### src/rtl/cp0_regfile_pkg.sv
// Shared CP0 constants: register addresses, exception codes and field positions.
package cp0_regfile_pkg;

    // Register numbers encoded as {rd[4:0], sel[2:0]}
    localparam logic [7:0] CP0_BADVADDR = 8'h40;  // (8,0)
    localparam logic [7:0] CP0_COUNT    = 8'h48;  // (9,0)
    localparam logic [7:0] CP0_COMPARE  = 8'h58;  // (11,0)
    localparam logic [7:0] CP0_STATUS   = 8'h60;  // (12,0)
    localparam logic [7:0] CP0_CAUSE    = 8'h68;  // (13,0)
    localparam logic [7:0] CP0_EPC      = 8'h70;  // (14,0)

    // Exception codes
    localparam logic [4:0] EXC_INT  = 5'h00;
    localparam logic [4:0] EXC_ADEL = 5'h04;
    localparam logic [4:0] EXC_ADES = 5'h05;
    localparam logic [4:0] EXC_SYS  = 5'h08;
    localparam logic [4:0] EXC_BP   = 5'h09;
    localparam logic [4:0] EXC_RI   = 5'h0A;
    localparam logic [4:0] EXC_OV   = 5'h0C;

    // Status field positions
    localparam int unsigned STATUS_BEV   = 22;
    localparam int unsigned STATUS_IM_LO = 8;
    localparam int unsigned STATUS_EXL   = 1;
    localparam int unsigned STATUS_IE    = 0;

    // Cause field positions
    localparam int unsigned CAUSE_BD     = 31;
    localparam int unsigned CAUSE_TI     = 30;
    localparam int unsigned CAUSE_IPH_LO = 10;
    localparam int unsigned CAUSE_IPS_LO = 8;
    localparam int unsigned CAUSE_EXC_LO = 2;

    // Address-error exceptions are the only ones that capture BadVAddr
    function automatic logic is_addr_exc(input logic [4:0] code);
        return (code == EXC_ADEL) || (code == EXC_ADES);
    endfunction

endpackage

### src/rtl/cp0_regfile.sv
// CP0 register file: BadVAddr, Count, Compare, Status, Cause and EPC with
// exception/ERET commit, Count/Compare timer and interrupt-pending output.
module cp0_regfile
    import cp0_regfile_pkg::*;
#(
    parameter bit TIMER_EN = 1'b1
) (
    input  logic        clk,
    input  logic        reset,
    input  logic        mtc0_we,
    input  logic [7:0]  cp0_addr,
    input  logic [31:0] cp0_wdata,
    output logic [31:0] cp0_rdata,
    input  logic        wb_ex,
    input  logic [4:0]  wb_excode,
    input  logic        wb_bd,
    input  logic [31:0] wb_pc,
    input  logic [31:0] wb_badvaddr,
    input  logic        eret_flush,
    input  logic [5:0]  ext_int,
    output logic [31:0] epc_out,
    output logic        has_int,
    output logic        status_exl
);

    logic [7:0]  status_im_q;
    logic        status_exl_q;
    logic        status_ie_q;
    logic        cause_bd_q;
    logic        cause_ti_q;
    logic [5:0]  cause_iph_q;   // IP[7:2], sampled from the interrupt lines
    logic [1:0]  cause_ips_q;   // IP[1:0], software interrupts
    logic [4:0]  cause_exc_q;
    logic [31:0] epc_q;
    logic [31:0] badvaddr_q;
    logic [31:0] count_q;
    logic [31:0] compare_q;
    logic        tick_q;

    // A committing exception drops any MTC0 in the same cycle
    logic wr;
    assign wr = mtc0_we & ~wb_ex;

    // Status: EXL set by exceptions, cleared by ERET, otherwise software-written
    always_ff @(posedge clk or posedge reset) begin
        if (reset) begin
            status_im_q  <= '0;
            status_exl_q <= 1'b0;
            status_ie_q  <= 1'b0;
        end else begin
            if (wr && cp0_addr == CP0_STATUS) begin
                status_im_q <= cp0_wdata[STATUS_IM_LO +: 8];
                status_ie_q <= cp0_wdata[STATUS_IE];
            end
            if (wb_ex) begin
                status_exl_q <= 1'b1;
            end else if (eret_flush) begin
                status_exl_q <= 1'b0;
            end else if (wr && cp0_addr == CP0_STATUS) begin
                status_exl_q <= cp0_wdata[STATUS_EXL];
            end
        end
    end

    // Cause: hardware IP lines, software IP, BD and ExcCode capture
    always_ff @(posedge clk or posedge reset) begin
        if (reset) begin
            cause_iph_q <= '0;
            cause_ips_q <= '0;
            cause_bd_q  <= 1'b0;
            cause_exc_q <= '0;
        end else begin
            cause_iph_q <= {ext_int[5] | cause_ti_q, ext_int[4:0]};
            if (wr && cp0_addr == CP0_CAUSE) begin
                cause_ips_q <= cp0_wdata[CAUSE_IPS_LO +: 2];
            end
            if (wb_ex) begin
                cause_exc_q <= wb_excode;
                // Nested exceptions keep the original BD/EPC
                if (!status_exl_q) begin
                    cause_bd_q <= wb_bd;
                end
            end
        end
    end

    // Timer interrupt flag: sticky on match, cleared only by a Compare write
    always_ff @(posedge clk or posedge reset) begin
        if (reset) begin
            cause_ti_q <= 1'b0;
        end else if (wr && cp0_addr == CP0_COMPARE) begin
            cause_ti_q <= 1'b0;
        end else if (TIMER_EN && count_q == compare_q) begin
            cause_ti_q <= 1'b1;
        end
    end

    // EPC and BadVAddr capture
    always_ff @(posedge clk or posedge reset) begin
        if (reset) begin
            epc_q      <= '0;
            badvaddr_q <= '0;
        end else begin
            if (wb_ex && !status_exl_q) begin
                epc_q <= wb_bd ? wb_pc - 32'd4 : wb_pc;
            end else if (wr && cp0_addr == CP0_EPC) begin
                epc_q <= cp0_wdata;
            end
            if (wb_ex && is_addr_exc(wb_excode)) begin
                badvaddr_q <= wb_badvaddr;
            end
        end
    end

    // Count runs at half clock rate; a software write overrides the increment
    always_ff @(posedge clk or posedge reset) begin
        if (reset) begin
            tick_q    <= 1'b0;
            count_q   <= '0;
            compare_q <= '0;
        end else begin
            tick_q <= ~tick_q;
            if (wr && cp0_addr == CP0_COUNT) begin
                count_q <= cp0_wdata;
            end else if (tick_q) begin
                count_q <= count_q + 32'd1;
            end
            if (wr && cp0_addr == CP0_COMPARE) begin
                compare_q <= cp0_wdata;
            end
        end
    end

    // MFC0 read mux; unimplemented addresses read 0
    always_comb begin
        cp0_rdata = '0;
        case (cp0_addr)
            CP0_BADVADDR: cp0_rdata = badvaddr_q;
            CP0_COUNT:    cp0_rdata = count_q;
            CP0_COMPARE:  cp0_rdata = compare_q;
            CP0_STATUS: begin
                cp0_rdata[STATUS_BEV]          = 1'b1;
                cp0_rdata[STATUS_IM_LO +: 8]   = status_im_q;
                cp0_rdata[STATUS_EXL]          = status_exl_q;
                cp0_rdata[STATUS_IE]           = status_ie_q;
            end
            CP0_CAUSE: begin
                cp0_rdata[CAUSE_BD]            = cause_bd_q;
                cp0_rdata[CAUSE_TI]            = cause_ti_q;
                cp0_rdata[CAUSE_IPH_LO +: 6]   = cause_iph_q;
                cp0_rdata[CAUSE_IPS_LO +: 2]   = cause_ips_q;
                cp0_rdata[CAUSE_EXC_LO +: 5]   = cause_exc_q;
            end
            CP0_EPC:      cp0_rdata = epc_q;
            default:      cp0_rdata = '0;
        endcase
    end

    assign epc_out    = epc_q;
    assign status_exl = status_exl_q;
    assign has_int    = (|({cause_iph_q, cause_ips_q} & status_im_q)) & status_ie_q
                        & ~status_exl_q;

endmodule

### config.mk
export PLATFORM = sky130hd
export DESIGN_NAME = cp0_regfile
export DESIGN_NICKNAME = d
export VERILOG_FILES = /design/src/rtl/cp0_regfile_pkg.sv /design/src/rtl/cp0_regfile.sv
export SDC_FILE = /design/constraint.sdc
export NUM_CORES = 1
export LEC_CHECK = 0
export CORE_ASPECT_RATIO = 2
export CORE_UTILIZATION = 47
export DETAILED_ROUTE_END_ITERATION = 7
export GPL_TIMING_DRIVEN = 0
export PLACE_DENSITY = 0.78
export SLEW_MARGIN = 0
export SYNTH_ARGS = -nofsm -noshare
export SYNTH_HDL_FRONTEND = slang
export SYNTH_SLANG_ARGS = --single-unit
### constraint.sdc
create_clock -name clk -period 4.8 [get_ports clk]
set_input_delay 0.72 -clock clk [delete_from_list [all_inputs] [get_ports clk]]
set_output_delay 0.72 -clock clk [all_outputs]
set_load 0.1 [all_outputs]
==> qor.yml, run 1 <==
timing.final.crit_share: 0.9757
cts_buffer_depth: 2
synth_nets: 976
grt_util_all_layers: 0.3137
cts_made_buffers: 17
clkLatencyLatePin_ns: 0.43
synthCells: 853
skew_ns: 0.006993
yosys.area.top_type: "dfrtp_1"
worstSetupPathType: "primary input to primary output"
synth_edf_count: 0
final_util: 0.6320
drive_gt1_frac: 0.1875
synthSimpleGateAreaFrac: 0.1406
synthAdderAreaFrac: 0.002849
vias: 7726
drt_iter0_drc: 392
power_density_nw_per_um2: 358.7
synth_cell_types: 61
slew_headroom: 0.2878
cpMostUsedCell: "nand2_1"
netlist_top_cells_area: "dfrtp_1, mux2_2, xnor2_1, mux2i_1, o21ai_0"
ys_ff_latch: 154
outcome: "complete, no violations"
dr_wl_met3_mm: 1.759
yosysSeqAreaShare: 0.4387
wire_per_inst_microns: 22.69
antenna_found_initial: 0
postRouteAntennaNets: 0
grt_max_degree: 40
layout_common_cells: "dfrtp_1, clkdlybuf4s50_1, mux2_2"
io_pins: 187
initial_core_util: 0.4798
max_slew.worst_pin.slew_ns: 1.065
first_pass_iters: 5
synth.area.mux_share: 0.1869
cts_sinks: 154
hold_slack_ns: 0.5036
htreeDepth: 4
fmax_mhz: 213.5
avgSynthCellArea_sq_um: 10.30
cpPeakStageDelay_ns: 0.95
end_kind: "primary output"
met1_length_mm: 9.916
cp_max_fo: 10
coreArea_sq_um: 18310
arrival_ns: 3.96
areaGrowthSynthToFinish_pct: 31.71
viasPerCell: 5.998
path_cells: "clkdlybuf4s50_1, and4bb_1, nand2_1, nor2_1, clkbuf_1, nand2_1, o221ai_1, dlygate4sd2_1"
num_rows: 70
antenna_cells: 0
p_leak_nw: 4.845
wl_mm: 29.23
ys.flop_type: "dfrtp_1"
synth_xor_area_frac: 0.08775
grt_overflow: 0
min_period_ns: 4.683
layout_commonest_cell: "dfrtp_1"
rsz0062_at_grt: "no"
netlist_area_sq_um: 8783
synth_top_family_by_area: "multiplexers"
yosysTopAreaCellShare: 0.4387
critPathLaunchType: "primary input"
die-area_sq_um: 19270
ys.warnings.count: 0
dieWidth_microns: 98.67
slew_violations: 0
fill_cells: 1455
synth_compound_area_frac: 0.1057
fin_tns_setup_ns: 0
root_buffer: "clkbuf_16"
grt_pass1_wl_mm: 44.57
async_flop_share: 1.000
routed.top_layer: "met4"
grt_pass1_vias: 7986
power.total_mw: 4.150
cp.required_ns: 4.08
place_hpwl_mm: 22.49
place_congestion: 0.9719
nNetsFinal: 1183
hp-class: "flip-flop to flip-flop"
slowest_stage: "dlygate4sd2_1"
fp.dieH_microns: 195.3
cts_tree: "yes"
wl_met2_mm: 15.43
ir_drop_mv: 0.2194
clk_pin_slew_ns: 0.06
io_buffers: 182
finalHoldViolCount: 0
drc: 0
max_cap_violations: 0
setup_violations: 0
-- synthesized netlist by cell type, types with 21 or more instances --
library cell and number:
nand2_1 76, mux2i_1 38, mux2_2 112, a22oi_1 29, xnor2_1 51, clkbuf_1 22, dfrtp_1 154, nand3_1 21
nand4_1 23, xor2_1 37, a21oi_1 24, nor2_1 44, o21ai_0 74
-- metrics by stage --
stage / instances / instance area (sq um) / worst slack (ns)
finish: 1288 / 11570 / 0.1166
CTS: 1288 / 11590 / 0.01437
detailed placement: 1255 / 10960 / -0.9009
global route: 1288 / 11570 / 0.05977
floorplan: 853 / 8787 / 0.03619
global placement: 1251 / 10880 / -0.9228
-- kinds of logic (layout without fill, tap and decap cells) --
| kind of cell | count (synthesis) | count (layout) |
|---|---|---|
| adders and majority gates | 2 | 2 |
| and+or+nand+nor | 234 | 234 |
| xor gates and xnor gates | 88 | 88 |
| AOI/OAI and AO/OA | 154 | 154 |
| muxes | 150 | 150 |
| buffers and inverters | 71 | 290 |
| DFF | 154 | 154 |
-- flip-flops by register name, indices dropped and copies added (netlist names), 2 cells and up --
name and cells:
epc_out 32, compare_q 32, cause_ips_q 2, cause_exc_q 5, badvaddr_q 32, status_im_q 8, count_q 32, cause_iph_q 6
-- area by class of cell --
type | count | area [sq um] | area share
timing repair buffer | 188 | 1889 | 0.1633
buffer | 56 | 272.8 | 0.02358
multi-input combinational | 628 | 4612 | 0.3987
inverter | 15 | 60.06 | 0.005191
sequential | 154 | 3854 | 0.3331
tap | 216 | 270.3 | 0.02336
clock inverter | 8 | 142.6 | 0.01233
clock buffer | 23 | 467.9 | 0.04045
-- final timing paths --
check	startpoint	to	slack (ns)	cells after the start
worst max-delay path	cp0_addr[5]	cp0_rdata[30]	0.12	8
worst min-delay path	badvaddr_q[27]	badvaddr_q[27]	0.50	1
worst max register to register	count_q[16]	count_q[31]	2.52	6
worst min register to register	badvaddr_q[27]	badvaddr_q[27]	0.50	1
max in group asynchronous	reset	compare_q[21]	3.26	4
min in group asynchronous	reset	epc_out[0]	0.70	2
-- what timing repair did --
item,4_1_cts,5_1_grt
setup endpoints to repair,31,12
endpoints found under the hold margin,0,0
setup buffers,2,0
hold buffers,0,0
pin swaps,1,0
gates resized for setup,62,22
-- where the power goes --
group | internal (mW) | switching [mW] | total (mW)
registers | 1.46 | 0.150 | 1.61
clock network | 0.893 | 0.531 | 1.42
logic | 0.417 | 0.697 | 1.11
-- critical path: cells and delay by family --
kind	cells	cell delay [ns]
and+or+nand+nor	4	1.04
AOI/OAI and AO/OA	1	0.09
buffers and inverters	3	2.11
-- routing by layer --
layer	track usage	vias to the layer above
met4	0.2322	0
met2	0.5621	380
li1	-	3479
met5	0	-
met1	0.3276	3753
met3	0.04689	114
(Power assumes the default switching activity.)
==> run 2, diff against run 1 <==
- PLACE_DENSITY: 0.78 -> unset
- PLACE_DENSITY_LB_ADDON: unset -> 0.2
==> run 2 against run 1 <==
Against the previous run:
- first-iteration DRC count increased by 5.9%
- total power rose by 2.0%
- register-to-register slack worse by 0.02 ns
- highest routed layer unchanged
- non-clock buffer count did not move
- largest cell class unchanged
- core utilization is 0.20 points higher
- final cell count is essentially flat
- sequential power hardly changed
==> qor.yml, run 2 (same netlist as run 1, synthesis figures left out) <==
fin_area_sq_um: 11600
postRouteAntennaNets: 0
wl_mm: 29.91
viasPerCell: 6.026
path_buf_inv: 3
wire_per_inst_microns: 23.21
layout_commonest_cell: "dfrtp_1"
grt_pass1_vias: 8198
placed_area_sq_um: 10960
arrival_ns: 4.01
timing.final.crit_share: 0.9845
cp_max_fo: 10
power_density_nw_per_um2: 364.9
ir_drop_mv: 0.2265
grt_util_all_layers: 0.3210
drc: 0
cts_sinks: 154
cpLargestDelayFamily: "buffers and inverters"
io_pins: 187
max_slew.worst_pin.slew_ns: 1.058
vias: 7767
place_hpwl_mm: 22.61
areaGrowthSynthToFinish_pct: 32.12
grt_pass1_wl_mm: 45.67
cpPeakStageDelay_ns: 0.90
root_buffer: "clkbuf_16"
nNetsFinal: 1183
end_kind: "primary output"
initial_core_util: 0.4798
whs_path_depth: 1
fin_tns_setup_ns: 0
cts_made_buffers: 17
slowest_stage: "dlygate4sd2_1"
grt_max_degree: 39
num_rows: 70
hp-class: "flip-flop to flip-flop"
max_cap_violations: 0
setup_violations: 0
cts_buffer_depth: 2
dieWidth_microns: 98.67
coreArea_sq_um: 18310
cts_tree: "yes"
rsz0062_at_grt: "no"
antenna_found_initial: 0
place_ws_ns: -0.9026
place_congestion: 0.9588
clkLatencyLatePin_ns: 0.44
path_cells: "clkdlybuf4s50_1, and4bb_1, nand2_1, nor2_1, clkbuf_1, a22oi_1, o21ai_0, dlygate4sd2_1"
fp.dieH_microns: 195.3
p_leak_nw: 4.829
min_period_ns: 4.726
slew_violations: 0
skew_ns: 0.007379
critPathLaunchType: "primary input"
fmax_mhz: 211.6
critical_path_depth: 8
final_util: 0.6340
fin_ws_ns: 0.07445
io_buffers: 182
die-area_sq_um: 19270
drive_gt1_frac: 0.1976
finalHoldViolCount: 0
antenna_cells: 0
clk_pin_slew_ns: 0.06
worstSetupPathType: "primary input to primary output"
slew_headroom: 0.2922
outcome: "complete, no violations"
r2r_cells: 6
htreeDepth: 4
grt_overflow: 0
first_pass_iters: 5
layout_common_cells: "dfrtp_1, clkdlybuf4s50_1, mux2_2"
drt_iter0_drc: 415
cp.required_ns: 4.08
hold_slack_ns: 0.5075
## run 2: cell types whose count changed in the layout (fill, tap and decap cells not counted)
cell	change
inv_6	+1
bufinv_16	+1
dlygate4sd2_1	-7
clkdlybuf4s15_2	+3
clkinv_2	-1
clkinvlp_4	+2
nor2_2	+1
clkbuf_2	+4
nor2_1	-1
clkbuf_1	-2
## run 2: final timing paths
kind,start,end,slack [ns]
setup / recovery,cp0_addr[5],cp0_rdata[21],0.07
hold / removal,badvaddr_q[25],badvaddr_q[25],0.51
setup reg to reg,count_q[16],count_q[31],2.50
hold reg to reg,badvaddr_q[25],badvaddr_q[25],0.51
max in group asynchronous,reset,epc_out[16],3.33
min in group asynchronous,reset,status_exl,0.64
## run 2: final cells by class
| type | count | area, sq um |
|---|---|---|
| fill | 1564 | 6700 |
| multi-input combinational | 628 | 4614 |
| timing repair buffer | 188 | 1882 |
| inverter | 15 | 60.06 |
| buffer | 56 | 272.8 |
| clock inverter | 11 | 191.4 |
| tap | 216 | 270.3 |
| clock buffer | 21 | 460.4 |
| sequential | 154 | 3854 |
## run 2: report_power, final
part           internal (mW)  switching (mW)
Clock                  0.950           0.555
Sequential              1.46           0.155
Combinational          0.417           0.696
## run 2: through the flow
| stage | power, mW | instances |
|---|---|---|
| 2_1_floorplan | 2.337 | 853 |
| 3_3_place_gp | 2.709 | 1251 |
| 3_5_place_dp | 2.736 | 1255 |
| 4_1_cts | 4.227 | 1289 |
| 5_1_grt | 4.363 | 1289 |
| 6_report | 4.234 | 1289 |
## run 2: what timing repair did
action / CTS / global route
setup endpoints to repair: 31 / 19
gates cloned: 0 / 0
pin swaps: 1 / 0
setup buffers: 2 / 0
gates resized for setup: 72 / 31
hold buffers: 0 / 0
## run 2: layer usage
metal | up-vias | global-route usage | share of wire
li1 | 3483 | - | -
met1 | 3826 | 0.3399 | 0.35
met2 | 351 | 0.5676 | 0.52
met3 | 107 | 0.04653 | 0.051
met4 | 0 | 0.2449 | 0.072
met5 | - | 0 | 0
